--- config.mk ---
export PLATFORM = sky130hd
export DESIGN_NAME = instr_fetch_flat
export DESIGN_NICKNAME = d
export VERILOG_FILES = /design/src/rtl/instr_fetch_if.sv /design/src/rtl/instr_fetch.sv /design/src/flat_wrapper.sv
export SDC_FILE = /design/constraint.sdc
export NUM_CORES = 1
export LEC_CHECK = 0
export CAP_MARGIN = 20
export CORE_ASPECT_RATIO = 1.2
export CORE_UTILIZATION = 47
export CTS_CLUSTER_DIAMETER = 100
export DETAILED_ROUTE_END_ITERATION = 16
export PLACE_DENSITY = 0.83
export SETUP_SLACK_MARGIN = 0.3
export SYNTH_ARGS = -nofsm -noshare
export SYNTH_HDL_FRONTEND = slang
export SYNTH_SLANG_ARGS = --single-unit
--- constraint.sdc ---
create_clock -name clk -period 4.7 [get_ports clk]
set_input_delay 0.47 -clock clk [delete_from_list [all_inputs] [get_ports clk]]
set_output_delay 0.47 -clock clk [all_outputs]
set_load 0.02 [all_outputs]
--- src/rtl/instr_fetch_if.sv ---
// Fetch-side bundle: instruction memory port, ir handshake and redirect.
// master drives memory requests and ir; slave is memory plus controller.
interface instr_fetch_if #(
  parameter int AW = 16
);
  logic          im_req;
  logic [AW-1:0] im_addr;
  logic          im_rdy;
  logic [31:0]   im_data;
  logic [31:0]   ir;
  logic [AW-1:0] ir_pc;
  logic          ir_valid;
  logic          ir_take;
  logic          br_taken;
  logic [AW-1:0] br_addr;

  modport master (
    output im_req, im_addr,
    output ir, ir_pc, ir_valid,
    input  im_rdy, im_data,
    input  ir_take, br_taken, br_addr
  );

  modport slave (
    input  im_req, im_addr,
    input  ir, ir_pc, ir_valid,
    output im_rdy, im_data,
    output ir_take, br_taken, br_addr
  );
endinterface

--- src/rtl/instr_fetch.sv ---
// Instruction fetch: PC, single-outstanding memory reads,
// show-ahead prefetch FIFO feeding ir, branch redirect flush.
module instr_fetch #(
  parameter int            AW       = 16,
  parameter logic [AW-1:0] RESET_PC = '0,
  parameter int            DEPTH    = 2
) (
  input logic          clk,
  input logic          rst_f,
  instr_fetch_if.master bus
);

  localparam int PW = (DEPTH > 1) ? $clog2(DEPTH) : 1;
  localparam int CW = $clog2(DEPTH + 1);
  localparam logic [CW:0] DEP = (CW+1)'(DEPTH);

  typedef enum logic [1:0] {
    IDLE,
    REQ,
    DROP
  } state_t;

  state_t        state, state_n;
  logic [AW-1:0] fetch_pc, fetch_pc_n;
  logic [AW-1:0] addr_q, addr_n;
  logic [CW-1:0] count, count_tk;
  logic [CW:0]   cnt_ext;
  logic [PW-1:0] head, tail;
  logic [31:0]   buf_data [DEPTH];
  logic [AW-1:0] buf_pc   [DEPTH];
  logic          pop, push, flush;

  function automatic logic [PW-1:0] inc(input logic [PW-1:0] p);
    return (p == PW'(DEPTH - 1)) ? '0 : p + PW'(1);
  endfunction

  assign bus.ir_valid = (count != '0);
  assign bus.ir       = bus.ir_valid ? buf_data[head] : 32'h0;
  assign bus.ir_pc    = bus.ir_valid ? buf_pc[head] : '0;
  assign bus.im_req   = (state != IDLE);
  assign bus.im_addr  = addr_q;

  assign flush    = bus.br_taken;
  assign pop      = bus.ir_take & bus.ir_valid;
  assign count_tk = count - CW'(pop);
  assign cnt_ext  = {1'b0, count_tk};

  always_comb begin
    state_n    = state;
    fetch_pc_n = fetch_pc;
    addr_n     = addr_q;
    push       = 1'b0;
    unique case (state)
      IDLE: begin
        if (bus.br_taken) begin
          state_n    = REQ;
          addr_n     = bus.br_addr;
          fetch_pc_n = bus.br_addr;
        end else if (cnt_ext < DEP) begin
          state_n = REQ;
          addr_n  = fetch_pc;
        end
      end
      REQ: begin
        if (bus.br_taken) begin
          fetch_pc_n = bus.br_addr;
          if (bus.im_rdy) addr_n = bus.br_addr;
          else state_n = DROP;
        end else if (bus.im_rdy) begin
          push       = 1'b1;
          fetch_pc_n = addr_q + AW'(1);
          // After this push the slot is occupied; chain only if one remains
          if (cnt_ext + (CW+1)'(1) < DEP) addr_n = addr_q + AW'(1);
          else state_n = IDLE;
        end
      end
      DROP: begin
        if (bus.br_taken) fetch_pc_n = bus.br_addr;
        if (bus.im_rdy) begin
          state_n = REQ;
          addr_n  = bus.br_taken ? bus.br_addr : fetch_pc;
        end
      end
      default: state_n = IDLE;
    endcase
  end

  always_ff @(posedge clk or posedge rst_f) begin
    if (rst_f) begin
      state    <= IDLE;
      fetch_pc <= RESET_PC;
      addr_q   <= RESET_PC;
    end else begin
      state    <= state_n;
      fetch_pc <= fetch_pc_n;
      addr_q   <= addr_n;
    end
  end

  always_ff @(posedge clk or posedge rst_f) begin
    if (rst_f) begin
      count <= '0;
      head  <= '0;
      tail  <= '0;
    end else if (flush) begin
      count <= '0;
      head  <= '0;
      tail  <= '0;
    end else begin
      count <= count_tk + CW'(push);
      if (pop) head <= inc(head);
      if (push) tail <= inc(tail);
    end
  end

  always_ff @(posedge clk) begin
    if (push) begin
      buf_data[tail] <= bus.im_data;
      buf_pc[tail]   <= addr_q;
    end
  end

endmodule

--- src/flat_wrapper.sv ---
// flat-port wrapper written by rule: the top's interface ports become plain ports
module instr_fetch_flat 
#(
  parameter int            AW       = 16,
  parameter logic [AW-1:0] RESET_PC = '0,
  parameter int            DEPTH    = 2
)
  (clk, rst_f, bus_im_req, bus_im_addr, bus_ir, bus_ir_pc, bus_ir_valid, bus_im_rdy, bus_im_data, bus_ir_take, bus_br_taken, bus_br_addr);
  instr_fetch_if #(.AW(AW)) bus_i ();
  input logic clk;
  input logic rst_f;
  output wire logic [$bits(bus_i.im_req)-1:0] bus_im_req;
  output wire logic [$bits(bus_i.im_addr)-1:0] bus_im_addr;
  output wire logic [$bits(bus_i.ir)-1:0] bus_ir;
  output wire logic [$bits(bus_i.ir_pc)-1:0] bus_ir_pc;
  output wire logic [$bits(bus_i.ir_valid)-1:0] bus_ir_valid;
  input wire logic [$bits(bus_i.im_rdy)-1:0] bus_im_rdy;
  input wire logic [$bits(bus_i.im_data)-1:0] bus_im_data;
  input wire logic [$bits(bus_i.ir_take)-1:0] bus_ir_take;
  input wire logic [$bits(bus_i.br_taken)-1:0] bus_br_taken;
  input wire logic [$bits(bus_i.br_addr)-1:0] bus_br_addr;
  assign bus_im_req = bus_i.im_req;
  assign bus_im_addr = bus_i.im_addr;
  assign bus_ir = bus_i.ir;
  assign bus_ir_pc = bus_i.ir_pc;
  assign bus_ir_valid = bus_i.ir_valid;
  assign bus_i.im_rdy = bus_im_rdy;
  assign bus_i.im_data = bus_im_data;
  assign bus_i.ir_take = bus_ir_take;
  assign bus_i.br_taken = bus_br_taken;
  assign bus_i.br_addr = bus_br_addr;
  instr_fetch #(.AW(AW), .RESET_PC(RESET_PC), .DEPTH(DEPTH)) u_core (.clk(clk), .rst_f(rst_f), .bus(bus_i));
endmodule
# Word-level counts from Yosys, hierarchy flattened
# Memory sizes are Yosys's and may differ from the RTL's.
# Cells that the tools add are included.
[classes] muxes=34 addsub=6 n_reduce_logical=11 n_lt_le_gt_ge=2 bitwise_logic=1 n_eq_ne=9
[ops] operator="two-way mux 16 bit" n=11
[ops] operator="one-hot mux 16 bit (3 select lines)" n=1
[ops] operator="two-way mux 32 bit" n=1
[ops] operator="one-hot mux 16 bit (2 select lines)" n=1
[ops] operator="adder 16 x 1 -> 16 bit, second input constant" n=1
[ops] operator="two-way mux 2 bit" n=8
[ops] operator="two-way mux 1 bit" n=11
[ops] operator="AND reduction 5 bit" n=2
[ops] operator="nonzero test 2 bit" n=5
[ops] operator="!= test 3 bit, second input constant" n=3
[ops] operator="!= test 3 x 2 -> 1 bit, second input constant" n=2
[ops] operator="one-hot mux 2 bit (3 select lines)" n=1
[ops] operator="!= test 2 bit, second input constant" n=2
[ops] operator="adder 2 x 1 -> 3 bit, second input constant" n=1
[ops] operator="less-than comparator 3 x 2 -> 1 bit, second input constant" n=1
[ops] operator="nonzero test 3 bit" n=1
[ops] operator="adder 1 bit, second input constant" n=2
[ops] operator="adder 2 x 1 -> 2 bit" n=1
[ops] operator="== test 2 x 1 -> 1 bit, second input constant" n=1
[ops] operator="== test 2 bit, second input constant" n=1
[ops] operator="zero test 2 bit" n=1
[ops] operator="less-than comparator 2 bit, second input constant" n=1
[ops] operator="AND reduction 2 bit" n=1
[ops] operator="OR reduction 2 bit" n=1
[ops] operator="other kinds (2)" n=2
[totals] mem_bits_rw=96 wordCells=71 regBits=38 out_inout_bits=66 mem_count=2 input_bits=53
[mem_list] memory="u_core.buf_data" words=2 width=32 rd=1 rd_ports_with_merged_regs=0 wr=1 line="instr_fetch.sv:29" source="logic [31:0] buf_data [DEPTH];"
[mem_list] memory="u_core.buf_pc" words=2 width=16 rd=1 rd_ports_with_merged_regs=0 wr=1 line="instr_fetch.sv:30" source="logic [AW-1:0] buf_pc [DEPTH];"

# Longest topological paths before layout
[depth] depth_word=9 depth_mapped=10 depth_no_buf=9

# Least setup slack after synthesis
# OpenSTA, ideal clock, no wires.
[synth_path] kind="in2reg" from="in bus_br_taken" to="mem u_core.buf_data[0][0] (enable)" path_slack_ns=-0.097 n_path_buf=1 arrival_time_ns=4.283 cell_stages=5 t_required_ns=4.187 setup_ns=0.513 path_cell_list="inv_1 -> buf_2 -> a21oi_1 -> nand2_1 -> nor3_1"
[synth_via] elab_chain_cells=4
[synth_rtl] item="start, declared" line="flat_wrapper.sv:20" source="input wire logic [$bits(bus_i.br_taken)-1:0] bus_br_taken;"
[synth_rtl] item="two-way mux 1 bit" line="instr_fetch.sv:65" source="if (bus.br_taken) begin"
[synth_rtl] item="two-way mux 1 bit" line="instr_fetch.sv:53" source="unique case (state)"
[synth_rtl] item="two-way mux 1 bit" line="instr_fetch.sv:117" source="if (push) begin"
[synth_rtl] item="two-way mux 1 bit (not written as such)" line="instr_fetch.sv:118" source="buf_data[tail] <= bus.im_data;"
[synth_rtl] item="end, declared" line="instr_fetch.sv:29"
# Every way passes these cells.

# Worst setup path after layout
[layout_path] from="reg u_core.head" to="out bus_ir_pc[15]"
[layout_via] elab_chain_cells=2
[layout_rtl] item="start, declared" line="instr_fetch.sv:28" source="logic [PW-1:0] head, tail;"
[layout_rtl] item="start signal, assigned" line="instr_fetch.sv:111" source="if (pop) head <= inc(head);"
[layout_rtl] item="memory (2 x 16 bit)"
[layout_rtl] item="two-way mux 16 bit" line="instr_fetch.sv:39" source="assign bus.ir_pc = bus.ir_valid ? buf_pc[head] : '0;"
[layout_rtl] item="end, declared" line="flat_wrapper.sv:15" source="output wire logic [$bits(bus_i.ir_pc)-1:0] bus_ir_pc;"
# Every way passes these cells.

==> flow_metrics.py <==
metrics = {
    "timing": {
        "rsz0062_at_grt": "false",
        "fin_crit_sh_pct": 67.2,
        "holdWs_ns": 0.490,
        "hold_viol_final": 0,
        "maxSlewViolCount": 0,
        "tightest_slew_ns": 0.939,
        "fin_tns_setup_ns": 0,
        "fin_skew_ns": 0.00943,
        "slew_headroom_pct": 37.4,
        "max_freq_ghz": 0.317,
        "setup_viol": 0,
        "fin_crit_ns": 3.16,
    },
    "layout": {
        "drive_gt1_share_pct": 8.37,
        "syn2layout_area_growth_pct": 31.8,
        "final_core_util_pct": 63.5,
        "num-fill-cells": 922,
        "n_antenna_cell": 0,
        "layoutNonFillerInstCount": 797,
        "nNetsFinal": 676,
    },
    "critical_path": {
        "worst-path-max-fanout": 33,
        "endpoint_kind": "primary output",
        "cp_top_family": "buffers and inverters",
        "path_cells": "buf_4 > mux2i_1 > nor2_1 > clkdlybuf4s50_1",
        "cp.required_ns": 4.23,
        "crit_path_top_delay_cell": "dfrtp_2",
        "slowest_delay_ns": 0.98,
        "worstSetupStartpointType": "register",
        "cp_num_buf_inv": 2,
        "crit_type": "register to primary output",
        "critPathArrivalTime_ns": 2.69,
    },
    "cts": {
        "cts_resized": 0,
        "cts_made_buffers": 17,
        "clockBufferDepth": 2,
        "cts.clk_slew.worst_paths_ns": 0.06,
        "clkSinkCount": 134,
        "clkLatencyLatePin_ns": 0.40,
        "hold_buffers": 0,
        "cts_max_level": 4,
        "clockRootBuffer": "clkbuf_16",
        "cts_tree": "yes",
        "post_cts_buffers": 0,
    },
    "global_route": {
        "grt_pass1_wl_um": 22600,
        "antenna_found_initial": 0,
        "grt_max_degree": 50,
        "globalRouteTotalUtil_pct": 22.1,
        "grt_pass1_vias": 4453,
        "grt_overflow": 0,
    },
    "drt": {
        "drt-total-wl_um": 14200,
        "dr_total_vias": 4413,
        "drt_drc_violations_left": 0,
        "avgViaCountPerCell": 5.54,
        "dr.pass1.iters": 5,
        "postRouteAntennaNets": 0,
        "wl_per_cell_um": 17.8,
        "drtIter0Drc": 411,
    },
    "floorplan": {
        "row_count": 45,
        "fp.dieW_um": 106,
        "io_pins": 119,
        "dieArea_sq_um": 13400,
        "die_y_um": 127,
        "initial_core_util_pct": 48.2,
        "core_area_sq_um": 12600,
    },
    "placed_design": {
        "numPortBuffers": 118,
        "place_congestion": 0.899,
        "place_inst": 765,
        "dp_hpwl_um": 9300,
    },
    "synthesis": {
        "ys_ff_latch": 134,
        "synthTopCellsByArea": "edfxtp_1 47%, dfrtp_1 16%, mux2i_1 8.4%",
        "avgSynthCellArea_sq_um": 12.1,
        "synth-seq-area-share_pct": 63.1,
        "synth-main-ff-cell": "edfxtp_1",
        "synth.most_common_cell": "edfxtp_1",
        "netlist_top_cells_count": "96 x edfxtp_1, 78 x nor2_1, 51 x mux2i_1, 38 x dfrtp_1, 33 x nand2_1",
        "synth_cells": 503,
        "yosys.cell_types.count": 52,
        "syn_nets": 559,
        "synth_edf_count": 96,
        "syn-cell-area_sq_um": 6080,
        "synth_top_area_cell": "edfxtp_1",
        "async_flop_share_pct": 28.4,
        "synth_top_area_share_pct": 47.4,
        "synth_warnings": 0,
    },
    "min_path": {
        "hold_path_class": "primary input to async pin",
    },
    "power_and_ir_drop": {
        "p_seq_share_pct": 35.4,
        "p_clk_share_pct": 23.8,
        "leakagePower_uw": 0.00285,
        "net-switching-power_uw": 2070,
        "comb_power_share_pct": 40.8,
        "ir_drop_uv": 369,
        "p_sw_share_pct": 37.4,
        "p_per_area_nw_per_um2": 692,
        "power.internal_uw": 3470,
    },
    "run_status": {
        "status": "finished, final reports clean",
    },
    "flow_run": {
        "drv_cap": 0,
    },
}
## stage by stage
step | setup slack (ns) | instance area (sq um) | power (uW)
4_1_cts | 1.50 | 8010 | 5560
2_1_floorplan | 1.37 | 6080 | 3270
6_report | 1.54 | 8010 | 5540
3_5_place_dp | 1.63 | 7420 | 4230
5_1_grt | 1.38 | 8010 | 5830
3_3_place_gp | 1.74 | 7420 | 4160
## worst paths after layout
check / end / from / slack (ns) / cells past startpoint
max: bus_ir_pc[15] / u_core.head / 1.54 / 4
min: u_core.bus.im_addr[12] / rst_f / 0.49 / 3
max reg2reg: u_core.bus.im_addr[6] / u_core.state[0] / 1.98 / 4
min reg2reg: u_core.fetch_pc[15] / u_core.fetch_pc[15] / 0.52 / 2
max in group asynchronous: u_core.head / rst_f / 3.81 / 3
min in group clk: u_core.fetch_pc[15] / u_core.fetch_pc[15] / 0.52 / 2
## state kept, by name, summed over array words and instances (netlist names)
signal and cells:
u_core.state 2, u_core.buf_data 64, u_core.fetch_pc 16, u_core.bus.im_addr 16
u_core.count 2, u_core.buf_pc 32, u_core.tail 1, u_core.head 1
## logic make-up after synthesis
| family | after synthesis | synth area share, % |
|---|---|---|
| DFF | 134 | 63.1 |
| xor gates and xnor gates | 17 | 2.45 |
| AOI/OAI and AO/OA | 110 | 11.3 |
| and+or+nand+nor | 143 | 10.7 |
| adders and majority gates | 3 | 0.618 |
| muxes | 52 | 8.59 |
| buffers and inverters | 44 | 3.21 |
## layout make-up
class | count | area (sq um) | area share (%)
clock buffers | 22 | 464 | 5.80
clock inverters | 10 | 129 | 1.61
inverters | 14 | 52.6 | 0.656
multi-input cells | 325 | 2070 | 25.8
flip-flops and latches | 134 | 3830 | 47.9
well taps | 164 | 205 | 2.56
repair buffers | 128 | 1260 | 15.7
## power by group through the flow
stage	Combinational (uW)	Clock [uW]	Sequential, uW
after floorplan	1380	0	1880
after global placement	2210	0	1950
after global routing	2430	1400	2000
after detailed placement	2250	0	1970
after CTS	2270	1340	1960
final	2260	1320	1960
## cells in the final DEF, fill, tap and decap left out, drive strengths merged, types with 2 or more instances in the layout
master / instances
clkdlybuf4s50: 118
edfxtp: 96
nor2: 78
mux2i: 51
dfrtp: 38
nand2: 33
a21oi: 33
o21ai: 28
clkbuf: 22
o22ai: 16
inv: 14
xnor2: 14
buf: 10
nand3: 8
clkinv: 7
o21bai: 5
a221oi: 4
nor2b: 4
nor3: 4
xor2: 3
o22a: 3
ha: 3
bufinv: 3
nor4: 3
and2: 3
nand2b: 2
a32oi: 2
or3: 2
a41oi: 2
o2bb2ai: 2
a31oi: 2
and3: 2
a21o: 2
nand4: 2
## tightest hold or removal path, cell delays in order
cell	delay [ns]
clkdlybuf4s50_1	0.39
inv_1	0.05
buf_4	0.43
## routing by layer
metal  vias to the layer above  part of all wire, %  GRT usage [%]
met2                       190                   51           36.7
li1                       2079                    -              -
met5                         -                    0              0
met3                        22                  6.0           4.78
met4                         0                  2.0           10.0
met1                      2122                   41           27.8
(Power assumes the default switching activity.)
